==> src/rtl/mips_pipe_pkg.sv <==
`default_nettype none
// ============================================================================
//  Module      : mips_pipe_pkg
//  Description : Shared MIPS pipeline types and constants (NOP encoding,
//                default datapath widths, IF/ID entry record).
//  Revision    : 1.0 - initial release
// ============================================================================
package mips_pipe_pkg;

    localparam int PC_W_DEFAULT    = 32;
    localparam int INSTR_W_DEFAULT = 32;

    // sll $0,$0,0 encodes as all zeros
    localparam logic [31:0] INSTR_NOP = 32'h0000_0000;

    typedef struct packed {
        logic [PC_W_DEFAULT-1:0]    pc;
        logic [INSTR_W_DEFAULT-1:0] instr;
    } if_id_entry_t;

endpackage : mips_pipe_pkg
`default_nettype wire

==> src/rtl/if_id_entry_ram.sv <==
`default_nettype none
// ============================================================================
//  Module      : if_id_entry_ram
//  Description : DEPTH x WIDTH register array, one synchronous write port and
//                one combinational read port. Contents are not reset.
//  Revision    : 1.0 - initial release
// ============================================================================
module if_id_entry_ram #(
    parameter int DEPTH = 2,
    parameter int WIDTH = 64,
    parameter int AW    = $clog2(DEPTH)
) (
    input  logic             clk,
    input  logic             wr_en,
    input  logic [AW-1:0]    wr_addr,
    input  logic [WIDTH-1:0] wr_data,
    input  logic [AW-1:0]    rd_addr,
    output logic [WIDTH-1:0] rd_data
);

    logic [WIDTH-1:0] r_mem [DEPTH];

    always_ff @(posedge clk) begin
        if (wr_en) begin
            r_mem[wr_addr] <= wr_data;
        end
    end

    assign rd_data = r_mem[rd_addr];

endmodule : if_id_entry_ram
`default_nettype wire

==> src/rtl/if_id_buffer.sv <==
`default_nettype none
// ============================================================================
//  Module      : if_id_buffer
//  Description : In-order valid/ready queue between fetch and decode with
//                flush. Optional statistics under IF_ID_BUFFER_STATS_EN.
//  Revision    : 1.0 - initial release
// ============================================================================
module if_id_buffer
    import mips_pipe_pkg::*;
#(
    parameter int DEPTH   = 2,
    parameter int PC_W    = PC_W_DEFAULT,
    parameter int INSTR_W = INSTR_W_DEFAULT
) (
    input  logic                   clk,
    input  logic                   rst,
    input  logic                   in_valid,
    output logic                   in_ready,
    input  logic [PC_W-1:0]        in_pc,
    input  logic [INSTR_W-1:0]     in_instr,
    input  logic                   flush,
    output logic                   out_valid,
    input  logic                   out_ready,
    output logic [PC_W-1:0]        out_pc,
    output logic [INSTR_W-1:0]     out_instr,
    output logic [$clog2(DEPTH):0] count
`ifdef IF_ID_BUFFER_STATS_EN
    ,
    output logic [31:0]            stall_cycles,
    output logic [31:0]            flushed_entries
`endif
);

    localparam int AW = $clog2(DEPTH);
    localparam int CW = AW + 1;
    localparam int EW = PC_W + INSTR_W;

    logic [AW-1:0] r_wr_ptr;
    logic [AW-1:0] r_rd_ptr;
    logic [CW-1:0] r_count;

    logic          w_in_ready;
    logic          w_out_valid;
    logic          w_push;
    logic          w_pop;
    logic [EW-1:0] w_rd_data;

    // Ready is a function of registered occupancy only, so a full queue
    // refuses a push even while decode is draining it.
    assign w_in_ready  = (r_count < CW'(DEPTH));
    assign w_out_valid = (r_count != '0);
    assign w_push      = in_valid  & w_in_ready  & ~flush;
    assign w_pop       = w_out_valid & out_ready & ~flush;

    always_ff @(posedge clk) begin
        if (rst || flush) begin
            r_wr_ptr <= '0;
            r_rd_ptr <= '0;
            r_count  <= '0;
        end else begin
            if (w_push) begin
                r_wr_ptr <= r_wr_ptr + AW'(1);
            end
            if (w_pop) begin
                r_rd_ptr <= r_rd_ptr + AW'(1);
            end
            if (w_push && !w_pop) begin
                r_count <= r_count + CW'(1);
            end else if (w_pop && !w_push) begin
                r_count <= r_count - CW'(1);
            end
        end
    end

    if_id_entry_ram #(
        .DEPTH (DEPTH),
        .WIDTH (EW),
        .AW    (AW)
    ) u_ram (
        .clk     (clk),
        .wr_en   (w_push),
        .wr_addr (r_wr_ptr),
        .wr_data ({in_pc, in_instr}),
        .rd_addr (r_rd_ptr),
        .rd_data (w_rd_data)
    );

    assign in_ready  = w_in_ready;
    assign out_valid = w_out_valid;
    assign count     = r_count;
    assign out_pc    = w_out_valid ? w_rd_data[EW-1:INSTR_W]   : '0;
    assign out_instr = w_out_valid ? w_rd_data[INSTR_W-1:0]    : INSTR_W'(INSTR_NOP);

`ifdef IF_ID_BUFFER_STATS_EN
    logic [31:0] r_stall_cycles;
    logic [31:0] r_flushed_entries;
    logic [32:0] w_flush_sum;

    assign w_flush_sum = {1'b0, r_flushed_entries} + 33'(r_count);

    always_ff @(posedge clk) begin
        if (rst) begin
            r_stall_cycles    <= '0;
            r_flushed_entries <= '0;
        end else begin
            if (in_valid && !w_in_ready && !flush && (r_stall_cycles != '1)) begin
                r_stall_cycles <= r_stall_cycles + 32'd1;
            end
            if (flush) begin
                r_flushed_entries <= w_flush_sum[32] ? '1 : w_flush_sum[31:0];
            end
        end
    end

    assign stall_cycles    = r_stall_cycles;
    assign flushed_entries = r_flushed_entries;
`endif

endmodule : if_id_buffer
`default_nettype wire

==> config.mk <==
export PLATFORM = sky130hd
export DESIGN_NAME = if_id_buffer
export DESIGN_NICKNAME = d
export VERILOG_FILES = /design/src/rtl/mips_pipe_pkg.sv /design/src/rtl/if_id_entry_ram.sv /design/src/rtl/if_id_buffer.sv
export SDC_FILE = /design/constraint.sdc
export NUM_CORES = 1
export LEC_CHECK = 0
export CAP_MARGIN = 10
export CORE_MARGIN = 5
export CORE_UTILIZATION = 36
export CTS_CLUSTER_DIAMETER = 200
export DETAILED_ROUTE_END_ITERATION = 16
export PLACE_DENSITY = 0.66
export SLEW_MARGIN = 20
export SYNTH_ARGS = -nofsm -noshare
export SYNTH_HDL_FRONTEND = slang
export SYNTH_SLANG_ARGS = --single-unit
==> constraint.sdc <==
create_clock -name clk -period 11.3 [get_ports clk]
set_clock_uncertainty 0.1 [all_clocks]
set_input_delay 2.26 -clock clk [delete_from_list [all_inputs] [get_ports clk]]
set_output_delay 2.26 -clock clk [all_outputs]
set_load 0.01 [all_outputs]
Word-level counts from Yosys, hierarchy flattened:

Memories as Yosys holds them, arrays and structs flattened. A register that Yosys moved wholly into a read port is not among the register bits.
Cells that the tools add are included.

* magnitude comparators: 1
* mux-type cells: 8
* reductions and logical operators: 7
* add/sub/neg operators: 4
* bitwise logic cells: 5

Operators with widths (count)
* 2-to-1 mux 32 bit: 2
* bitwise AND 1 bit: 4
* 2-to-1 mux 1 bit: 4
* 2-to-1 mux 2 bit: 2
* nonzero test 2 bit: 2
* adder 1 bit, second input constant: 2
* adder 2 x 1 -> 2 bit, second input constant: 1
* logical AND 1 bit: 2
* logical NOT 1 bit: 2
* less-than comparator 2 bit, second input constant: 1
* subtractor 2 x 1 -> 2 bit, second input constant: 1
* logical OR 1 bit: 1
* NOT 1 bit: 1

* memory bits (writable): 128
* bits of input ports: 69
* bits in registers: 4
* output and inout port bits: 68
* memories kept: 1

Memories
* u_ram.r_mem: words 2, width 64, rd ports 1, clocked after Yosys merged registers in 1, wr ports 1, RTL line if_id_entry_ram.sv:21 `logic [WIDTH-1:0] r_mem [DEPTH];`

Depth between registers and ports, before layout:

Gate-level depths: netlist of run 1.

* depth after elaboration: 7
* depth in mapped cells: 6

Hierarchy:

A second synthesis of run 1 with hierarchy kept.

* cell total of the unflattened synthesis: 293
* area, all modules: 5599.1 µm²

By module, submodules not included
* if_id_entry_ram: cells an instance 201, area an instance 4933.5 µm², times used 1
* if_id_buffer: cells an instance 92, area an instance 665.6 µm², times used 1

Worst setup path before layout of run 1:

Ideal clock, no wire load.

* kind: input-to-reg
* start: input port in_valid
* end: memory u_ram.r_mem[0][0], enable pin
* slack: 5.221 ns
* cell stages on the path: 3
* setup time: 0.494 ns
* arrival: 5.485 ns
* path through: nor2b_1 -> nor2b_1 -> nor2b_1

* word-level cells in the longest chain between the ends: 4

Ends and longest elaborated chain
* from (decl): RTL line if_id_buffer.sv:17 `input logic in_valid,`
* bitwise AND 1 bit (2 in series): RTL line if_id_buffer.sv:52 `assign w_push = in_valid & w_in_ready & ~flush;`
* via u_ram.wr_en: RTL line if_id_entry_ram.sv:14 `input logic wr_en,`
* 2-to-1 mux 1 bit: RTL line if_id_entry_ram.sv:24 `if (wr_en) begin`
* 2-to-1 mux 1 bit (implied by the code): RTL line if_id_entry_ram.sv:25 `r_mem[wr_addr] <= wr_data;`
* to (decl): RTL line if_id_entry_ram.sv:21

The timed path passes the listed nets, and every way through them passes these cells.

Worst setup path after layout of run 1:

* start: register r_count[1] (netlist: count[1])
* end: output port out_pc[25]

* word-level cells in the longest chain between the ends: 2

Ends and longest elaborated chain
* from (decl): RTL line if_id_buffer.sv:40 `logic [CW-1:0] r_count;`
* from (signal assigned): RTL line if_id_buffer.sv:68 `r_count <= r_count + CW'(1);`
* from (signal assigned): RTL line if_id_buffer.sv:70 `r_count <= r_count - CW'(1);`
* nonzero test 2 bit: RTL line if_id_buffer.sv:51 `assign w_out_valid = (r_count != '0);`
* 2-to-1 mux 32 bit: RTL line if_id_buffer.sv:91 `assign out_pc = w_out_valid ? w_rd_data[EW-1:INSTR_W] : '0;`
* to (decl): RTL line if_id_buffer.sv:24 `output logic [PC_W-1:0] out_pc,`

Every way passes these cells.

==> key figures, run 1 <==
Worst setup path
  – Reg2reg setup slack: 8560 ps
  – Crit path depth: 4
  – Worst setup SP type: flop
  – Worst path bufs/invs: 2
  – Crit path largest cell delay: 650 ps
  – CP Data Required Time: 8940 ps
  – Critical path cell sequence: nor2_4 > buf_4 > nor2_1 > clkdlybuf4s50_1
  – Critical-path maximum fanout: 33
  – Type of destination of the critical path: output port
  – Worst path top cell family by delay: buffers and inverters
  – R2R cell count: 4
  – Slowest-stage cell, CP: nor2_4
  – Kind of critical path: flop to output port
  – Reg2reg start: count[1]
  – Arrival time at the worst endpoint: 2520 ps
  – R2R Path End: u_ram.r_mem[0][10]

Timing
  – Slew of the pin with the lowest slew margin: 984.2 ps
  – RSZ-0062 raised after global routing: false
  – Fmax: 204.9 MHz
  – Total negative setup slack: 0 ps
  – Final hold vios: 0
  – Period utilisation layout: 0.4320
  – Max-slew violations: 0
  – WHS: 468.7 ps
  – # setup viols final: 0
  – Post-layout minimum cycle time: 4881 ps
  – Slew headroom: 0.3425

Placement
  – Port bufs: 136
  – Routability Congestion: 0.7459
  – Placed cells: 600
  – Post-DP HPWL: 6244 um
  – Area after DPL: 6586 um^2

Clock tree
  – Skew-Pair Late Insertion Delay: 400 ps
  – Clock sinks: 133
  – Clk slew on worst S/H paths: 50 ps
  – CTS tree: built
  – CTS Buffer Depth: 2
  – Post-CTS setup buffer count: 0
  – H-tree levels: 4
  – # hold bufs at CTS: 0
  – Root Buffer: clkbuf_16
  – Resized cells post-CTS: 0
  – Num CTS Buffers: 17

Pwr
  – Sequential Power Share: 0.497
  – Sw Pwr: 0.2302 mW
  – Internal: 0.9039 mW
  – Switching share of power: 0.2030
  – Comb pwr share: 0.082
  – Clk pwr share: 0.421
  – Worst vdd ir: 106.8 uV
  – Lkg Pwr: 2.273 nW
  – PwrDens: 158.9 nW/um^2

Die
  – Core ar.: 13830 um^2
  – Die width: 128.4 um
  – Die Y: 128.4 um
  – Initial Util: 0.3650
  – I/O pin total: 137
  – Die area: 16490 um^2
  – # rows: 43

Global route
  – Vias in the first global route: 3084
  – Pin count of the biggest net entering global routing: 65
  – GR Util All Layers: 0.1207
  – First-pass GRT wire length: 15220 um
  – Initial antenna violation count: 0
  – Total gr overflow: 0

Synthesis
  – Instance count of the mapped netlist: 296
  – Syn. warnings: 0
  – Avg Synthesized Cell Area: 17.05 um^2
  – FF+latch count, synth: 133
  – Sequential area share after synthesis: 0.7814
  – Mapped cell area: 5047 um^2
  – Syn nets: 366
  – Netlist cell types: 18

Route
  – Post-Route WL: 9767 um
  – Vias/cell: 4.537
  – ANT nets after route: 0
  – Remaining DRCs: 0
  – Wire length per cell: 15.43 um
  – Drt first pass iters: 5
  – Vias: 2872
  – DRT iter0 DRCs: 154

Status
  – Status: finished clean

Finish
  – # diodes: 0
  – Most common cell after layout, fill and taps aside: clkdlybuf4s50_1
  – Final Non-Filler Cells: 633
  – Share of cells above drive strength 1: 0.07506
  – Most frequent cells in the layout: clkdlybuf4s50_1, edfxtp_1, mux2i_1, nor2_1, clkbuf_16
  – Fin nets: 510
  – Post-route cell area: 7136 um^2
  – Final core occ: 0.5161
  – Syn-to-layout area delta: 41.37%

Worst hold path
  – Worst hold start: r_rd_ptr
  – Hold endpoint: r_rd_ptr
  – Hold Path Stages: 2
  – HP Class: flop to flop

Flow run
  – MaxCap Viol Count: 0
==> Yosys cell counts <==
| master | instances | area, um^2 |
|---|---|---|
| xnor2_1 | 1 | 8.760 |
| inv_1 | 2 | 7.510 |
| xor2_1 | 3 | 26.28 |
| edfxtp_1 | 128 | 3844 |
| mux2i_1 | 64 | 640.6 |
| buf_4 | 6 | 45.04 |
| buf_2 | 7 | 35.03 |
| o21ai_0 | 2 | 10.01 |
| clkbuf_1 | 1 | 3.750 |
| or2_2 | 1 | 6.260 |
| a211oi_2 | 1 | 12.51 |
| dfxtp_1 | 5 | 100.1 |
| or3_1 | 1 | 6.260 |
| nor3_1 | 4 | 20.02 |
| nor2_1 | 65 | 244.0 |
| nor2b_1 | 3 | 18.77 |
| ha_1 | 1 | 12.51 |
| and2_1 | 1 | 6.260 |
==> cell type report <==
cell class                 instances  area, um^2
clock inverter                    15       96.34
multi-input combinational        147        1030
fill                            1143        6691
timing repair buffer             139        1404
inverter                           2       7.507
sequential                       133        3948
tap                              180       225.2
clock buffer                      17       425.4
==> how the worst max path moves through the flow <==
stage	startpoint	endpoint	slack, ps
finish	count[1]	out_pc[25]	6420
global route	count[1]	out_pc[25]	6190
CTS	count[1]	out_pc[25]	6330
detailed placement	in_valid	u_ram.r_mem[0][61]	6180
global placement	in_valid	u_ram.r_mem[0][5]	6260
floorplan	in_valid	u_ram.r_mem[0][0]	5220
==> kinds of logic after synthesis <==
family,after synthesis,share of synthesized area
compound gates,3,0.004462
xor+xnor,4,0.006942
fa+ha+maj,1,0.002479
buf+inv,16,0.01809
flops,133,0.7814
mux,64,0.1269
simple gates,75,0.05974
==> worst min-delay path, cell delays in order, from the launching register on <==
cell and delay, ps:
dfxtp_1 320, xor2_1 80, nor3_1 120
==> per-layer routing <==
layer / vias up / global-route usage / share of wire
li1: 1385 / - / -
met1: 1375 / 0.1372 / 0.41
met2: 95 / 0.2023 / 0.51
met3: 17 / 0.04027 / 0.062
met4: 0 / 0.06367 / 0.022
met5: - / 0 / 0
==> state kept, by name (all words and copies together) (netlist names), named ones only <==
register / flops
count: 2
r_rd_ptr: 1
r_wr_ptr: 1
u_ram.r_mem: 128
==> stage by stage <==
stage                     setup slack [ps]  power (mW)
after floorplan                       5221      0.6088
after CTS                             6326       1.149
after global placement                6257      0.6664
after detailed placement              6181      0.6683
after global routing                  6195       1.177
final                                 6419       1.134
==> power by group through the flow <==
| stage | sequential [mW] | clock (mW) | combinational [mW] |
|---|---|---|---|
| global route | 0.565 | 0.512 | 0.101 |
| finish | 0.564 | 0.478 | 0.0929 |
| floorplan | 0.573 | 0 | 0.0358 |
| global placement | 0.574 | 0 | 0.0919 |
| detailed placement | 0.575 | 0 | 0.0931 |
| CTS | 0.565 | 0.490 | 0.0937 |
Note: power is estimated with default switching activity, not from simulation.
==> run 2, diff against run 1 <==
- clock period: 11.3 -> 4.6 ns (I/O delays scaled with it)
==> run 2 against run 1 <==
Clock-buffer cell count increased by 4. Die area unchanged. Combinational power increased by 150%. Critical path depth unchanged. Highest routed layer unchanged. Sequential power increased by 140%. Routed wire length increased by 1.4%. Largest cell class unchanged.
==> key figures, run 2 (same netlist as run 1, synthesis figures left out) <==
Finish
  – Share of cells above drive strength 1: 0.07930 (+0.004240)
  – Most common cell after layout, fill and taps aside: clkdlybuf4s50_1
  – # diodes: 0 (unchanged)
  – Footprint of the multi-input gates: 1030 um^2 (unchanged)
  – Most frequent cells in the layout: clkdlybuf4s50_1, edfxtp_1, mux2i_1, nor2_1, clkbuf_16
  – Filler instances: 1144 (+0.087%)
  – Biggest register: u_ram.r_mem
  – Fin nets: 511 (+0.20%)
  – Largest register FFs: 128 (unchanged)
  – Final Non-Filler Cells: 634 (+0.16%)
  – Register Area: 3948 um^2 (unchanged)
  – Syn-to-layout area delta: 43.51%

Placement
  – Post-place setup slack: 1375 ps (-4806 ps)
  – Post-DP HPWL: 6258 um (+0.24%)
  – Port bufs: 136 (unchanged)
  – Placed cells: 601 (+0.17%)
  – Routability Congestion: 0.7065 (-5.3%)

Global route
  – Total gr overflow: 0 (unchanged)
  – First-pass GRT wire length: 15620 um (+2.6%)
  – GR Util All Layers: 0.1248 (+0.004055)
  – Vias in the first global route: 3166 (+2.7%)
  – Initial antenna violation count: 0 (unchanged)
  – Pin count of the biggest net entering global routing: 65 (unchanged)

Die
  – # rows: 43 (unchanged)
  – Die area: 16490 um^2 (unchanged)
  – Die width: 128.4 um (unchanged)
  – Initial Util: 0.3650 (unchanged)
  – I/O pin total: 137 (unchanged)
  – Die Y: 128.4 um (unchanged)
  – Core ar.: 13830 um^2 (unchanged)

Clock tree
  – Num CTS Buffers: 17 (unchanged)
  – Clock sinks: 133 (unchanged)
  – Resized cells post-CTS: 0 (unchanged)
  – Skew-Pair Late Insertion Delay: 400 ps (about the same)
  – Post-CTS setup buffer count: 0 (unchanged)
  – CTS Buffer Depth: 2 (unchanged)
  – Clk slew on worst S/H paths: 60 ps (about the same)
  – # hold bufs at CTS: 0 (unchanged)
  – Root Buffer: clkbuf_16
  – H-tree levels: 4 (unchanged)
  – CTS tree: built

Route
  – Drt first pass iters: 4 (-1)
  – Met1 WL: 4005 um (about the same)
  – DRT iter0 DRCs: 138 (-10%)
  – Met2 routed WL: 5150 um (+4.3%)
  – Remaining DRCs: 0 (unchanged)
  – Vias: 2892 (+0.70%)
  – Post-Route WL: 9901 um (+1.4%)
  – Met3 Wirelength: 584 um (-3.0%)
  – Wire length per cell: 15.62 um (+1.2%)
  – Highest routed layer: met4
  – Vias/cell: 4.562 (+0.54%)
  – ANT nets after route: 0 (unchanged)

Pwr
  – Total Power: 3.018 mW (+170%)
  – PwrDens: 416.7 nW/um^2 (+160%)
  – Worst vdd ir: 210.5 uV (+97%)
  – Lkg Pwr: 2.327 nW (+2.4%)

Timing
  – Max-slew violations: 0 (unchanged)
  – Final WS setup: 1121 ps (-5298 ps)
  – Slew headroom: 0.4113 (+0.06883)
  – RSZ-0062 raised after global routing: false
  – WHS: 491.2 ps (+22.56 ps)
  – Slew of the pin with the lowest slew margin: 883.0 ps (-101.2 ps)
  – Fmax: 287.4 MHz
  – # setup viols final: 0 (unchanged)
  – Period utilisation layout: 0.7563
  – Final hold vios: 0 (unchanged)
  – Post-layout minimum cycle time: 3479 ps
  – Total negative setup slack: 0 ps (unchanged)

Worst setup path
  – Critical-path maximum fanout: 29 (-12%)
  – Type of destination of the critical path: output port
  – CP Data Required Time: 3580 ps (-5360 ps)
  – Crit path largest cell delay: 610 ps (-40 ps)
  – Critical Path Source: count[1]
  – Worst setup SP type: flop
  – Critical path cell sequence: nor2_4 > buf_4 > nor2_1 > clkdlybuf4s50_1
  – Worst path bufs/invs: 2 (unchanged)
  – Arrival time at the worst endpoint: 2460 ps (-60 ps)
  – Slowest-stage cell, CP: nor2_4
  – Worst path top cell family by delay: buffers and inverters
  – Kind of critical path: flop to output port
  – Reg2reg start: count[1]

Worst hold path
  – HP Class: flop to flop
  – Worst hold start: r_rd_ptr

Status
  – Status: finished clean

Flow run
  – MaxCap Viol Count: 0 (unchanged)
run 2: stage by stage:
| step | util | area (um^2) |
|---|---|---|
| 5_1_grt | 0.5238 | 7243 |
| 3_5_place_dp | 0.4769 | 6594 |
| 3_3_place_gp | 0.4769 | 6594 |
| 6_report | 0.5238 | 7243 |
| 2_1_floorplan | - | 5050 |
| 4_1_cts | 0.5219 | 7216 |
run 2: worst min-delay path, cell delays in order (launching register included):
cell and delay (ps):
dfxtp_1 340, xor2_1 90, nor3_1 120
run 2: final timing paths:
kind,cells after the start,slack [ps],endpoint
worst min-delay path,2,490,flop
worst min register to register,2,490,flop
worst max register to register,4,2360,u_ram.r_mem[0][45]
worst max-delay path,4,1120,out_pc[14]
run 2: cell type report:
| class | count | share of cell area |
|---|---|---|
| clock buffer | 21 | 0.06080 |
| multi-input combinational | 147 | 0.1422 |
| sequential | 133 | 0.5450 |
| clock inverter | 11 | 0.02505 |
| timing repair buffer | 140 | 0.1949 |
| inverter | 2 | 0.001036 |
| tap | 180 | 0.03109 |
run 2: report_power, final:
part / internal [mW] / leakage [nW] / switching, mW / total, mW
Combinational: 0.128 / 0.807 / 0.103 / 0.231
Clock: 0.955 / 0.304 / 0.448 / 1.40
Sequential: 1.37 / 1.22 / 0.0122 / 1.38
run 2: routing by layer:
| metal | vias up | global-route usage |
|---|---|---|
| li1 | 1386 | - |
| met1 | 1396 | 0.1409 |
| met2 | 92 | 0.2139 |
| met3 | 18 | 0.04525 |
| met4 | 0 | 0.05243 |
| met5 | - | 0 |
